### config.mk
export PLATFORM = sky130hd
export DESIGN_NAME = instr_fetch_unit
export DESIGN_NICKNAME = d
export VERILOG_FILES = /design/src/rtl/instr_fetch_unit.sv
export SDC_FILE = /design/constraint.sdc
export NUM_CORES = 1
export LEC_CHECK = 0
export BUFFER_PORTS_ARGS = -buffer_cell sky130_fd_sc_hd__buf_2
export CAP_MARGIN = 20
export CORE_UTILIZATION = 40
export CTS_BUF_LIST = sky130_fd_sc_hd__clkbuf_4 sky130_fd_sc_hd__clkbuf_8 sky130_fd_sc_hd__clkbuf_16
export DETAILED_ROUTE_END_ITERATION = 6
export PLACE_DENSITY = 0.65
export RECOVER_POWER = 50
export SLEW_MARGIN = 20
export SYNTH_ARGS = -nofsm -noshare
export SYNTH_HDL_FRONTEND = slang
export SYNTH_SLANG_ARGS = --single-unit
### constraint.sdc
create_clock -name clk -period 3.85 [get_ports clk]
set_clock_uncertainty 0.05 [all_clocks]
set_input_delay 0.385 -clock clk [delete_from_list [all_inputs] [get_ports clk]]
set_output_delay 0.385 -clock clk [all_outputs]
set_load 0.03 [all_outputs]
### src/rtl/instr_fetch_unit.sv
// Instruction fetch unit: owns the PC, issues one instruction-memory request at a
// time, holds the returned word for decode behind a valid/ready handshake, and
// accepts PC redirects from the branch/jump path. Misaligned redirect targets and
// memory responses that never arrive put the unit into a sticky fault state.

module instr_fetch_unit #(
    parameter logic [31:0] RESET_PC = 32'h0000_0000,
    parameter int unsigned TIMEOUT  = 64
) (
    input  logic        clk,
    input  logic        reset,

    // Instruction memory request/response
    output logic        imemReq,
    output logic [31:0] imemAddr,
    input  logic        imemGnt,
    input  logic        imemValid,
    input  logic [31:0] imemRdata,

    // Decode handshake
    input  logic        instrReady,

    // Branch/jump redirect
    input  logic        redirectEn,
    input  logic [31:0] redirectTarget,

    // Held instruction
    output logic [31:0] currInstr,
    output logic [31:0] currPC,
    output logic        instrValid,

    // Fault reporting
    output logic        fetchFault,
    output logic [1:0]  faultCause
);

    // ------------------------------------------------------------------------
    // Constants
    // ------------------------------------------------------------------------

    // addi x0, x0, 0
    localparam logic [31:0] NopInstr = 32'h0000_0013;

    // Counter value reached on the last WAIT cycle allowed before a timeout
    localparam logic [7:0] CntLast = 8'(TIMEOUT - 1);

    localparam logic [1:0] CauseNone      = 2'b00;
    localparam logic [1:0] CauseMisalign  = 2'b01;
    localparam logic [1:0] CauseTimeout   = 2'b10;

    typedef enum logic [2:0] {
        StBoot,
        StFetch,
        StWait,
        StHold,
        StFault
    } state_e;

    // ------------------------------------------------------------------------
    // State
    // ------------------------------------------------------------------------

    state_e      r_state;
    logic [31:0] r_pc;
    logic [31:0] r_instr;
    logic [31:0] r_instr_pc;
    logic        r_instr_valid;
    logic        r_drop;        // outstanding response belongs to a stale PC
    logic        r_fault;
    logic [1:0]  r_cause;
    logic [7:0]  r_cnt;         // WAIT cycles elapsed minus one

    // ------------------------------------------------------------------------
    // Decoded conditions
    // ------------------------------------------------------------------------

    logic        w_redirect_live;
    logic        w_redirect_bad;
    logic        w_redirect_ok;
    logic        w_timeout;
    logic [31:0] w_pc_seq;

    // Redirects only count once the unit is running and not faulted
    assign w_redirect_live = redirectEn &&
                             ((r_state == StFetch) ||
                              (r_state == StWait)  ||
                              (r_state == StHold));
    assign w_redirect_bad  = w_redirect_live && (redirectTarget[1:0] != 2'b00);
    assign w_redirect_ok   = w_redirect_live && (redirectTarget[1:0] == 2'b00);

    // >= keeps the timeout reachable even if the counter ever passes the limit
    assign w_timeout       = (r_cnt >= CntLast);

    // Sequential next PC; 32-bit add wraps naturally at the top of memory
    assign w_pc_seq        = r_pc + 32'd4;

    // ------------------------------------------------------------------------
    // Outputs
    // ------------------------------------------------------------------------

    // Request is raised for the whole FETCH state with the PC as a stable address
    assign imemReq    = (r_state == StFetch);
    assign imemAddr   = r_pc;

    assign currInstr  = r_instr;
    assign currPC     = r_instr_pc;
    assign instrValid = r_instr_valid;
    assign fetchFault = r_fault;
    assign faultCause = r_cause;

    // ------------------------------------------------------------------------
    // Fetch FSM with its registered outputs and datapath
    // ------------------------------------------------------------------------

    // Single sequential process: state, PC, held instruction and fault flags
    always_ff @(posedge clk or posedge reset) begin
        if (reset) begin
            r_state       <= StBoot;
            r_pc          <= RESET_PC;
            r_instr       <= NopInstr;
            r_instr_pc    <= RESET_PC;
            r_instr_valid <= 1'b0;
            r_drop        <= 1'b0;
            r_fault       <= 1'b0;
            r_cause       <= CauseNone;
            r_cnt         <= 8'd0;
        end else begin
            unique case (r_state)
                // One idle cycle after reset release; redirects are ignored here
                StBoot: begin
                    r_state <= StFetch;
                end

                StFetch: begin
                    if (w_redirect_bad) begin
                        r_state       <= StFault;
                        r_fault       <= 1'b1;
                        r_cause       <= CauseMisalign;
                        r_instr_valid <= 1'b0;
                    end else if (w_redirect_ok) begin
                        r_pc <= redirectTarget;
                        // A grant in the same cycle already issued the old address,
                        // so its response must be thrown away
                        if (imemGnt) begin
                            r_state <= StWait;
                            r_drop  <= 1'b1;
                            r_cnt   <= 8'd0;
                        end
                    end else if (imemGnt) begin
                        r_state <= StWait;
                        r_cnt   <= 8'd0;
                    end
                end

                StWait: begin
                    if (w_redirect_bad) begin
                        r_state       <= StFault;
                        r_fault       <= 1'b1;
                        r_cause       <= CauseMisalign;
                        r_instr_valid <= 1'b0;
                    end else if (imemValid) begin
                        if (w_redirect_ok) begin
                            // Response is for the old path; go fetch the target
                            r_pc    <= redirectTarget;
                            r_drop  <= 1'b0;
                            r_state <= StFetch;
                        end else if (r_drop) begin
                            r_drop  <= 1'b0;
                            r_state <= StFetch;
                        end else begin
                            r_instr       <= imemRdata;
                            r_instr_pc    <= r_pc;
                            r_instr_valid <= 1'b1;
                            r_state       <= StHold;
                        end
                    end else begin
                        // Keep waiting for the in-flight response, but mark it stale
                        if (w_redirect_ok) begin
                            r_pc   <= redirectTarget;
                            r_drop <= 1'b1;
                        end
                        if (w_timeout) begin
                            r_state       <= StFault;
                            r_fault       <= 1'b1;
                            r_cause       <= CauseTimeout;
                            r_instr_valid <= 1'b0;
                        end else begin
                            r_cnt <= r_cnt + 8'd1;
                        end
                    end
                end

                StHold: begin
                    if (w_redirect_bad) begin
                        r_state       <= StFault;
                        r_fault       <= 1'b1;
                        r_cause       <= CauseMisalign;
                        r_instr_valid <= 1'b0;
                    end else if (w_redirect_ok) begin
                        // Redirect wins over a coincident consume
                        r_pc          <= redirectTarget;
                        r_instr_valid <= 1'b0;
                        r_state       <= StFetch;
                    end else if (instrReady) begin
                        r_pc          <= w_pc_seq;
                        r_instr_valid <= 1'b0;
                        r_state       <= StFetch;
                    end
                end

                // Absorbing until reset; late responses and redirects are ignored
                StFault: begin
                    r_instr_valid <= 1'b0;
                end

                default: begin
                    r_state <= StFault;
                end
            endcase
        end
    end

endmodule

==> metrics.md, run 1 <==
| Metric | Value |
|---|---|
| Status | complete, but fails checks |
| Failing checks | capacitance limit, slew limit |
| Post-synth EDFFs | 0 |
| Mapped Cells | 486 |
| Final setup fails | 0 |
| Synth cell types | just under 60 |
| GPL Wtd Cong | between 0.7 and 0.8 |
| Top FF cell, synth | dfrtp_1 |
| Max_cap viols | 1 |
| Wirelength, routed | 13490 µm |
| CTS tree | done |
| Crit-path slowest cell | or3_4 |
| Gr busiest metal | met2 |
| CP cell instances | nor3b_2, nand2_1, or3_4, mux2_4 |
| CP arrival | 2.62 ns |
| H-tree levels | 3 |
| Hold_buf cts | 0 |
| Chip width | between 100 and 150 µm |
| Clk sinks | between 100 and 150 |
| Worst flop-to-flop path startpoint | r_state[2] |
| Placed cell areas | approximately 6300 µm² |
| Global route total overflow | 0 |
| Initial antenna violation count | 0 |
| CTS clock-pin slew for the worst setup and hold paths | ~0.07 ns |
| CP peak stage delay | between 0.6 and 0.7 ns |
| Delay-heaviest family, CP | simple AND/OR/NAND/NOR gates |
| Fin area | 6546 µm² |
| M1 GR Usage | approximately 28% |
| Diode count | 0 |
| Critical R2R Capture | currPC[4] |
| Pin count of the biggest net entering global routing | between 60 and 70 |
| Worst slew margin | -65.85% |
| Worst Reg-to-Reg Cells | 4 |
| Initial cell density of the core | around two fifths |
| Overall Global Routing Usage | 20.10% |
| Setup TNS | 0 ns |
| Hold wc startpoint | imemRdata[16] |
| Leakage | approximately 3.3 nW |
| Detailed Routing Iterations Pass 1 | 5 |
| R2r setup slk | about 1.4 ns |
| Comb pwr share | around 4.0% |
| Seq/Total Area, Yosys | a little over half |
| Clock power frac | around 40% |
| ANT nets after route | 0 |
| Clk Latency, worst-skew pair | around 0.35 ns |
| WP buf/inv | 0 |
| Startpoint type of the worst setup path | flop |
| Crit-path max FO | between 60 and 70 |
| Synth Register Bits | around 110 |
| Vias in the first global route | 4309 |
| Post-Syn Nets | about 560 |
| Fmax achieved | approximately 400 MHz |
| Final worst setup slack | between 1 and 1.5 ns |
| Core area | 12880 µm² |
| CP Capture Type | flop |
| RSZ-0062 raised after global routing | false |
| DRT iter0 DRCs | between 200 and 300 |
| Max Slew Vio Count | 67 |
| Min-Delay Path Depth | 2 |
| Via count | ~4.4k |
| Multi-input gate area | between 2000 and 2500 µm² |
| Mapped Area | between 5000 and 6000 µm² |
| FF+latch area | 2806 µm² |
| Sw Ratio | about 22% |
| Hold Violations, Final | 0 |
| Tot Pwr | around 0.0021 W |
| Hold WS | 0.2164 ns |
| Final period utilization | approximately 63% |
| Vias per std cell | 5.401 |
| DP HPWL | roughly 9400 µm |
| Peak VDD IR | about 0.18 mV |
| Post-CTS sizing | 0 |
| Slew @ Worst Pin | approximately 2.5 ns |
| Cell row count | slightly above 40 |
| PwrDens | between 300 and 400 nW/µm² |
| Ratio of cells with drive above 1 in the final layout | around 33% |
| Post-CTS setup buffer count | 0 |
| Wirelength per Cell | roughly 16 µm |
| Minimum clock period | around 2.4 ns |
| DIE AREA | between 10000 and 15000 µm² |
| Synth Warn # | 0 |
| Hold crit path type | in -> reg |
| M2 GR Usage | roughly a third |
| Fillcell total | 1235 |
| CTS max path bufs | 2 |
| Die outline height | ~120 µm |
| Root buffer cell | clkbuf_16 |
| Hold EP | currInstr[16] |
| Residual DRC | 0 |
| Place WS | 1.153 ns |
| Mapped Avg Cell Area | ~11 µm² |
| Cell Int Power | about 0.0017 W |
| Worst Setup Path Type | reg -> reg |
| Reg power frac | a little under three fifths |
| Worst Path Required | slightly above 4 ns |
| Area grow syn2layout | 21.73% |
| Asr flop ratio synth | 100.0% |
| First-pass GRT wire length | between 20000 and 25000 µm |
| CTS Buf Count | 9 |
| IO buf count | 170 |
| I/O pins | 171 |
| M3 GR Usage | 2.907% |
| Sw power | about 0.00048 W |
| Nets | slightly above 700 |
==> power groups by stage <==
stage,Combinational [W],Sequential [W],Clock (W)
finish,0.0000867,0.00118,0.000880
global placement,0.0000867,0.00120,0
detailed placement,0.0000891,0.00120,0
global route,0.0000988,0.00118,0.000958
floorplan,0.0000351,0.00121,0
CTS,0.0000894,0.00118,0.000911
==> layer usage <==
layer	up-vias	share of wire [%]
li1	2096	-
met1	2177	48
met2	130	46
met3	15	4.2
met4	0	1.8
met5	-	0
==> Yosys cell counts, drive strengths merged (3+ instances only) <==
library cell	number	area share, %
inv	9	0.63
buf	20	2.3
a31oi	7	0.81
o22a	6	0.98
and3	11	1.3
mux2	62	14
nor3	7	0.84
o31ai	3	0.42
clkbuf	12	0.84
nor2	24	1.7
and2	6	0.70
nand4	10	1.2
nand3	19	1.8
dfrtp	109	51
or3	4	0.47
and4	5	0.81
o21ai	28	2.6
o211ai	5	0.70
nor3b	5	0.79
nand2b	4	0.47
o22ai	10	1.2
a2bb2oi	12	2.0
a21oi	34	3.2
dfstp	3	1.5
nand2	37	2.6
nand3b	3	0.42
==> worst reg2reg max path, cell delays in order, from the launching register on <==
cell     delay [ns]
dfrtp_1        0.58
nor3b_2        0.40
nand2_1        0.12
or3_4          0.68
mux2_4         0.50
==> worst max path at each step <==
stage	from	endpoint	slack [ns]	cells past startpoint
finish	r_state[2]	currPC[4]	1.42	4
global route	reset	imemAddr[31]	0.86	2
CTS	r_state[2]	currPC[1]	1.43	4
detailed placement	redirectEn	r_state[0]	1.15	6
global placement	redirectEn	r_state[0]	1.27	6
floorplan	reset	currInstr[10]	0.46	1
==> registers in the layout, indices dropped and copies added (netlist names) <==
signal / flops
currInstr: 32
currPC: 32
faultCause: 2
fetchFault: 1
imemAddr: 32
instrValid: 1
r_cnt: 8
r_drop: 1
r_state: 3
==> metrics by stage <==
| stage | utilization (%) | cells |
|---|---|---|
| 2_1_floorplan | - | 486 |
| 3_3_place_gp | 49.22 | 802 |
| 3_5_place_dp | 49.22 | 802 |
| 4_1_cts | 51.35 | 818 |
| 5_1_grt | 50.84 | 818 |
| 6_report | 50.84 | 818 |
==> logic make-up (layout without fill, tap and decap cells) <==
logic type | count (synthesis) | in the layout | share of synthesized area [%]
adders and majority gates | 2 | 2 | 0.4653
muxes | 63 | 63 | 14.08
and+or+nand+nor | 144 | 144 | 14.45
buffers and inverters | 41 | 201 | 3.792
DFF | 112 | 112 | 52.19
xor gates and xnor gates | 2 | 2 | 0.3258
AOI/OAI and AO/OA | 122 | 122 | 14.70
==> cells in the final DEF, fill, tap and decap left out, types with 4 or more instances in the layout <==
cell         n
a21oi_1     34
a2bb2oi_1   12
a31oi_1      6
and2_1       6
and3_1      11
and4_1       5
buf_2      120
buf_4        6
clkbuf_1    50
clkbuf_16    9
dfrtp_1    109
inv_1        9
mux2_2      48
mux2_4      13
nand2_1     37
nand2b_1     4
nand3_1     19
nand4_1     10
nor2_1      24
nor3_1       4
nor3b_1      4
o211ai_1     5
o21ai_0     25
o22a_1       6
o22ai_1     10
==> final cells by class <==
cell class,instances,share of cell area [%]
sequential,112,42.87
multi-input combinational,333,36.41
timing repair buffer,176,12.73
clock buffer,11,3.670
tap,172,3.287
clock inverter,5,0.5161
inverter,9,0.5161
(Power assumes the default switching activity.)
==> run 2, diff against run 1 <==
Clock period 3.85 ns to 2.5 ns, I/O delays scaled along.
==> run 2 against run 1 <==
First-iteration DRC count is 3.8% lower. The run now ends clean. Critical path depth is 1 higher. Sequential power is 54% higher. Hold slack worse by 0.14 ns.
==> metrics.md, run 2 (synthesis gave the netlist of run 1 again) <==
| Metric | Value |
|---|---|
| Hold Violations, Final | 0 (unchanged) |
| Clk sinks | 112 (unchanged) |
| Worst Reg-to-Reg Cells | 5 (+1) |
| Final setup fails | 0 (unchanged) |
| Diode count | 0 (unchanged) |
| Critical path origin | r_state[0] |
| Area grow syn2layout | 22.87% |
| Initial antenna violation count | 0 (unchanged) |
| CP Capture Type | flop |
| Chip width | 118.0 µm (unchanged) |
| Vias per std cell | 5.359 (-0.77%) |
| Minimum clock period | 2.252 ns (-0.1815 ns) |
| Crit-path slowest cell | dfrtp_1 |
| Detailed Routing Iterations Pass 1 | 5 (unchanged) |
| Residual DRC | 0 (unchanged) |
| Post-CTS setup buffer count | 0 (unchanged) |
| Crit-path max FO | 15 (-78%) |
| CP peak stage delay | 0.55 ns (-0.13 ns) |
| ANT nets after route | 0 (unchanged) |
| Most common cell after layout, fill and taps aside | dfrtp_1 |
| Cell row count | 41 (unchanged) |
| Worst flop-to-flop path startpoint | r_state[0] |
| DRT iter0 DRCs | 282 (-3.8%) |
| Global route total overflow | 0 (unchanged) |
| CP cell instances | nor2_1, nor3_2, a211o_1, or4_1, a21oi_1 |
| DIE AREA | 13910 µm² (unchanged) |
| GPL Wtd Cong | 0.8899 (+14%) |
| Nets | 719 (+0.84%) |
| Overall Global Routing Usage | 19.85% (-0.25 points) |
| Vias in the first global route | 4378 (+1.6%) |
| Clk Latency, worst-skew pair | 0.35 ns (about the same) |
| CTS tree | done |
| Hold_buf cts | 1 (+1) |
| Wirelength, routed | 13410 µm (-0.57%) |
| Most frequent cells in the layout | dfrtp_1, buf_2, clkbuf_1 |
| RSZ-0062 raised after global routing | false |
| Wirelength per Cell | 16.27 µm (-1.3%) |
| Hold WS | 0.07767 ns (-0.1387 ns) |
| Hold crit path type | in -> reg |
| Leakage | 3.192 nW (-2.8%) |
| Pin count of the biggest net entering global routing | 62 (-10%) |
| # placed instances | 807 (+0.62%) |
| Fmax achieved | 444.0 MHz (+8.1%) |
| M2 GR Usage | 32.83% (+1.4 points) |
| First-pass GRT wire length | 22040 µm (-1.8%) |
| Status | completed |
| Critical R2R Capture | r_cnt[5] |
| Core area | 12880 µm² (unchanged) |
| Slew @ Worst Pin | 0.9671 ns (-1.518 ns) |
| Gr busiest metal | met2 |
| Fillcell total | 1219 (-1.3%) |
| M3 GR Usage | 3.682% (+0.78 points) |
| Setup TNS | 0 ns (unchanged) |
| I/O pins | 171 (unchanged) |
| CTS clock-pin slew for the worst setup and hold paths | 0.07 ns (about the same) |
| Peak VDD IR | 0.3259 mV (+83%) |
| CP arrival | 2.48 ns (-0.14 ns) |
| PwrDens | 518.4 nW/µm² (+58%) |
| Startpoint type of the worst setup path | flop |
| Fin cells | 824 (+0.73%) |
| Worst slew margin | 35.17% (+100 points) |
| Root buffer cell | clkbuf_16 |
| Max Slew Vio Count | 0 (-100%) |
| DP HPWL | 9435 µm (+0.38%) |
| CTS max path bufs | 2 (unchanged) |
| Worst Setup Path Type | reg -> reg |
| Ratio of cells with drive above 1 in the final layout | 28.83% (-4.6 points) |
| Die outline height | 118.0 µm (unchanged) |
| Worst Path Required | 2.72 ns (-1.32 ns) |
| H-tree levels | 3 (unchanged) |
| CTS Buf Count | 9 (unchanged) |
| Max_cap viols | 0 (-1) |
| IO buf count | 170 (unchanged) |
| M1 GR Usage | 25.87% (-2.1 points) |
| End of the critical path | r_cnt[5] |
| Final period utilization | 90.09% (+27 points) |
| Initial cell density of the core | 41.76% (unchanged) |
| Via count | 4416 (-0.045%) |
| Post-CTS sizing | 0 (unchanged) |
| R2r setup slk | 0.25 ns (-1.17 ns) |
==> run 2: how the worst min path moves through the flow <==
stage | start | endpoint | slack [ns] | depth (start not counted)
5_1_grt | imemRdata[12] | currInstr[12] | 0.07 | 2
3_3_place_gp | reset | currInstr[19] | 0.26 | 2
4_1_cts | imemRdata[18] | currInstr[18] | 0.07 | 2
6_report | imemRdata[18] | currInstr[18] | 0.08 | 2
2_1_floorplan | redirectTarget[3] | imemAddr[3] | 0.35 | 2
3_5_place_dp | reset | currInstr[17] | 0.26 | 2
==> run 2: cell type report <==
cell class	count	area [µm²]	area share [%]
sequential	112	2806	42.47
inverter	9	35.03	0.5302
multi-input combinational	333	2384	36.07
clock inverter	3	42.54	0.6438
tap	172	215.2	3.257
timing repair buffer	182	863.3	13.07
clock buffer	13	261.5	3.958
==> run 2: per-stage QoR <==
stage | power [W] | setup slack, ns | instance area, µm² | util (%)
finish | 0.003426 | 0.2478 | 6608 | 51.32
global route | 0.003571 | 0.1210 | 6608 | 51.32
CTS | 0.003482 | 0.2821 | 6728 | 52.25
detailed placement | 0.001993 | 0.3017 | 6414 | 49.81
global placement | 0.001991 | 0.3447 | 6414 | 49.81
floorplan | 0.001910 | 0.4135 | 5381 | -
==> run 2: power by group <==
group          switching [W]  leakage [nW]  internal, W
Sequential        0.00000403          1.53      0.00182
Clock               0.000636         0.150     0.000837
Combinational      0.0000748          1.51    0.0000583
Total               0.000715          3.19      0.00271
==> run 2: worst max-delay path: cells and delay by family (launching register included) <==
kind	cells	cell delay, ns
DFF	1	0.55
AOI/OAI and AO/OA	2	0.53
and+or+nand+nor	3	1.04
==> run 2: per-layer routing <==
layer / routed length, µm / up-vias
met5: 0 / -
met4: 211 / 0
met3: 768 / 14
met2: 6396 / 161
met1: 6034 / 2129
li1: - / 2112
==> run 3, diff against run 2 <==
Settings changed: ABC_CLOCK_PERIOD_IN_PS set to 2009, CORE_UTILIZATION 40 to 46, PLACE_DENSITY 0.65 to 0.76.
Clock period 2.5 ns to 2.01 ns, I/O delays scaled along.
==> run 3 against run 2 <==
Worst setup slack lost 0.17 ns. Cell area grew 4.2%. Die area shrank 13%. Sequential share of layout area shrank 1.6 points. Hold slack lost 0.052 ns. Critical endpoint is now currPC[13]. Largest cell class unchanged.
==> metrics.md, run 3 (synthesis gave the netlist of run 1 again) <==
| Metric | Value |
|---|---|
| Placed cell areas | 6585 µm² (+2.7%) |
| Fillcell total | 989 (-19%) |
| Hold Violations, Final | 0 (unchanged) |
| GPL Wtd Cong | 0.9200 (+3.4%) |
| Initial antenna violation count | 0 (unchanged) |
| Clk sinks | 112 (unchanged) |
| Crit-path max FO | 68 (+53) |
| Vias in the first global route | 4403 (+0.57%) |
| Peak VDD IR | 0.3669 mV (+13%) |
| Fmax achieved | 517.0 MHz (+16%) |
| Wirelength per Cell | 17.03 µm (+4.7%) |
| PwrDens | 618.5 nW/µm² (+19%) |
| CP arrival | 2.13 ns (-0.35 ns) |
| Leakage | 3.386 nW (+6.1%) |
| Worst Setup Path Type | reg -> reg |
| Root buffer cell | clkbuf_16 |
| DRT iter0 DRCs | 322 (+14%) |
| Most common cell after layout, fill and taps aside | dfrtp_1 |
| Fin area | 6888 µm² (+4.2%) |
| Nets | 742 (+3.2%) |
| Place WS | -0.05153 ns (-0.3532 ns) |
| Clk Latency, worst-skew pair | 0.35 ns (about the same) |
| Worst Path Required | 2.20 ns (-0.52 ns) |
| Max_cap viols | 0 (unchanged) |
| DIE AREA | 12130 µm² (-13%) |
| Final worst setup slack | 0.07569 ns (-0.1721 ns) |
| Tot Pwr | 0.004260 W (+24%) |
| Slew @ Worst Pin | 1.039 ns (+0.07203 ns) |
| CP Capture Type | flop |
| Most frequent cells in the layout | dfrtp_1, buf_2, clkbuf_1 |
| ANT nets after route | 0 (unchanged) |
| Worst slew margin | 30.35% (-4.8 points) |
| Final setup fails | 0 (unchanged) |
| Detailed Routing Iterations Pass 1 | 7 (+2) |
| Overall Global Routing Usage | 22.59% (+2.7 points) |
| Vias per std cell | 5.593 (+4.4%) |
| Chip width | 110.1 µm (-6.6%) |
| Pin count of the biggest net entering global routing | 69 (+11%) |
| Area grow syn2layout | 28.08% |
| Wirelength, routed | 13930 µm (+3.9%) |
| DP HPWL | 9733 µm (+3.2%) |
| First-pass GRT wire length | 21090 µm (-4.3%) |
| Via count | 4575 (+3.6%) |
| Diode count | 0 (unchanged) |
| Status | completed |
| H-tree levels | 3 (unchanged) |
| Initial cell density of the core | 47.10% (+5.3 points) |
| CTS tree | done |
| Startpoint type of the worst setup path | flop |
| Die outline height | 110.1 µm (-6.6%) |
| Core area | 11420 µm² (-11%) |
| Minimum clock period | 1.934 ns (-0.3179 ns) |
| I/O pins | 171 (unchanged) |
| CTS Buf Count | 9 (unchanged) |
| CTS clock-pin slew for the worst setup and hold paths | 0.07 ns (about the same) |
| Residual DRC | 0 (unchanged) |
| Global route total overflow | 0 (unchanged) |
| Hold crit path type | in -> reg |
| Max Slew Vio Count | 0 (unchanged) |
| CTS max path bufs | 2 (unchanged) |
| Ratio of cells with drive above 1 in the final layout | 35.11% (+6.3 points) |
| Cell row count | 39 (-4.9%) |
| Final period utilization | 96.23% (+6.1 points) |
| Hold WS | 0.02572 ns (-0.05195 ns) |
| IO buf count | 170 (unchanged) |
## run 3: changes by cell type in the layout (fill, tap and decap cells not counted), moves of 3 or more
cell,before,now
buf_12,2,7
buf_2,86,97
buf_4,8,26
clkbuf_1,84,73
dfrtp_1,109,104
dfrtp_2,0,5
nand3_1,19,16
## run 3: per-layer routing
layer | track usage, % | share of wire, %
met5 | 0 | 0
met4 | 10.53 | 2.2
met3 | 3.175 | 5.3
met2 | 37.14 | 49
met1 | 29.55 | 43
## run 3: path summary, 6_finish.rpt
kind                                from       endpoint  slack, ns  cells past startpoint
max                           r_state[0]     currPC[13]       0.08                      6
min                        imemRdata[15]  currInstr[15]       0.03                      2
max reg2reg                   r_state[0]     currPC[13]       0.08                      6
min reg2reg                   fetchFault     fetchFault       0.42                      2
max in group asynchronous          reset    imemAddr[9]       0.41                      4
min in group asynchronous          reset       r_cnt[7]       0.54                      3
## run 3: repair_timing
item / CTS / global route
resized for setup: 1 / 15
pin swaps: 1 / 3
hold buffers: 1 / 0
buffers inserted: 3 / 1
hold endpoints to repair: 20 / 0
endpoints found under the setup margin: 3 / 77
## run 3: cell type report
| type | instances | area (µm²) | share of cell area [%] |
|---|---|---|---|
| inverter | 9 | 35.03 | 0.5086 |
| timing repair buffer | 205 | 1116 | 16.20 |
| clock inverter | 5 | 56.30 | 0.8174 |
| tap | 143 | 178.9 | 2.598 |
| clock buffer | 11 | 240.2 | 3.488 |
| multi-input combinational | 333 | 2449 | 35.55 |
| sequential | 112 | 2813 | 40.84 |
## run 3: worst max-delay path: stages, from the launching register on
cell and delay, ns:
dfrtp_1 0.38, buf_4 0.15, nor3b_2 0.20, nand2_1 0.09
or3_4 0.34, buf_12 0.22, mux2_4 0.34
## run 3: stage by stage
| stage | util [%] | cells | TNS [ns] |
|---|---|---|---|
| 2_1_floorplan | - | 486 | 0 |
| 3_3_place_gp | 57.67 | 797 | -0.01071 |
| 3_5_place_dp | 57.67 | 797 | -0.1066 |
| 4_1_cts | 60.59 | 817 | 0 |
| 5_1_grt | 60.32 | 818 | -0.04145 |
| 6_report | 60.32 | 818 | 0 |
## run 3: where the power goes
part	internal, W	switching, W	total, W
combinational	0.0000794	0.0000979	0.000177
clock	0.000997	0.000825	0.00182
sequential	0.00226	0.00000465	0.00226
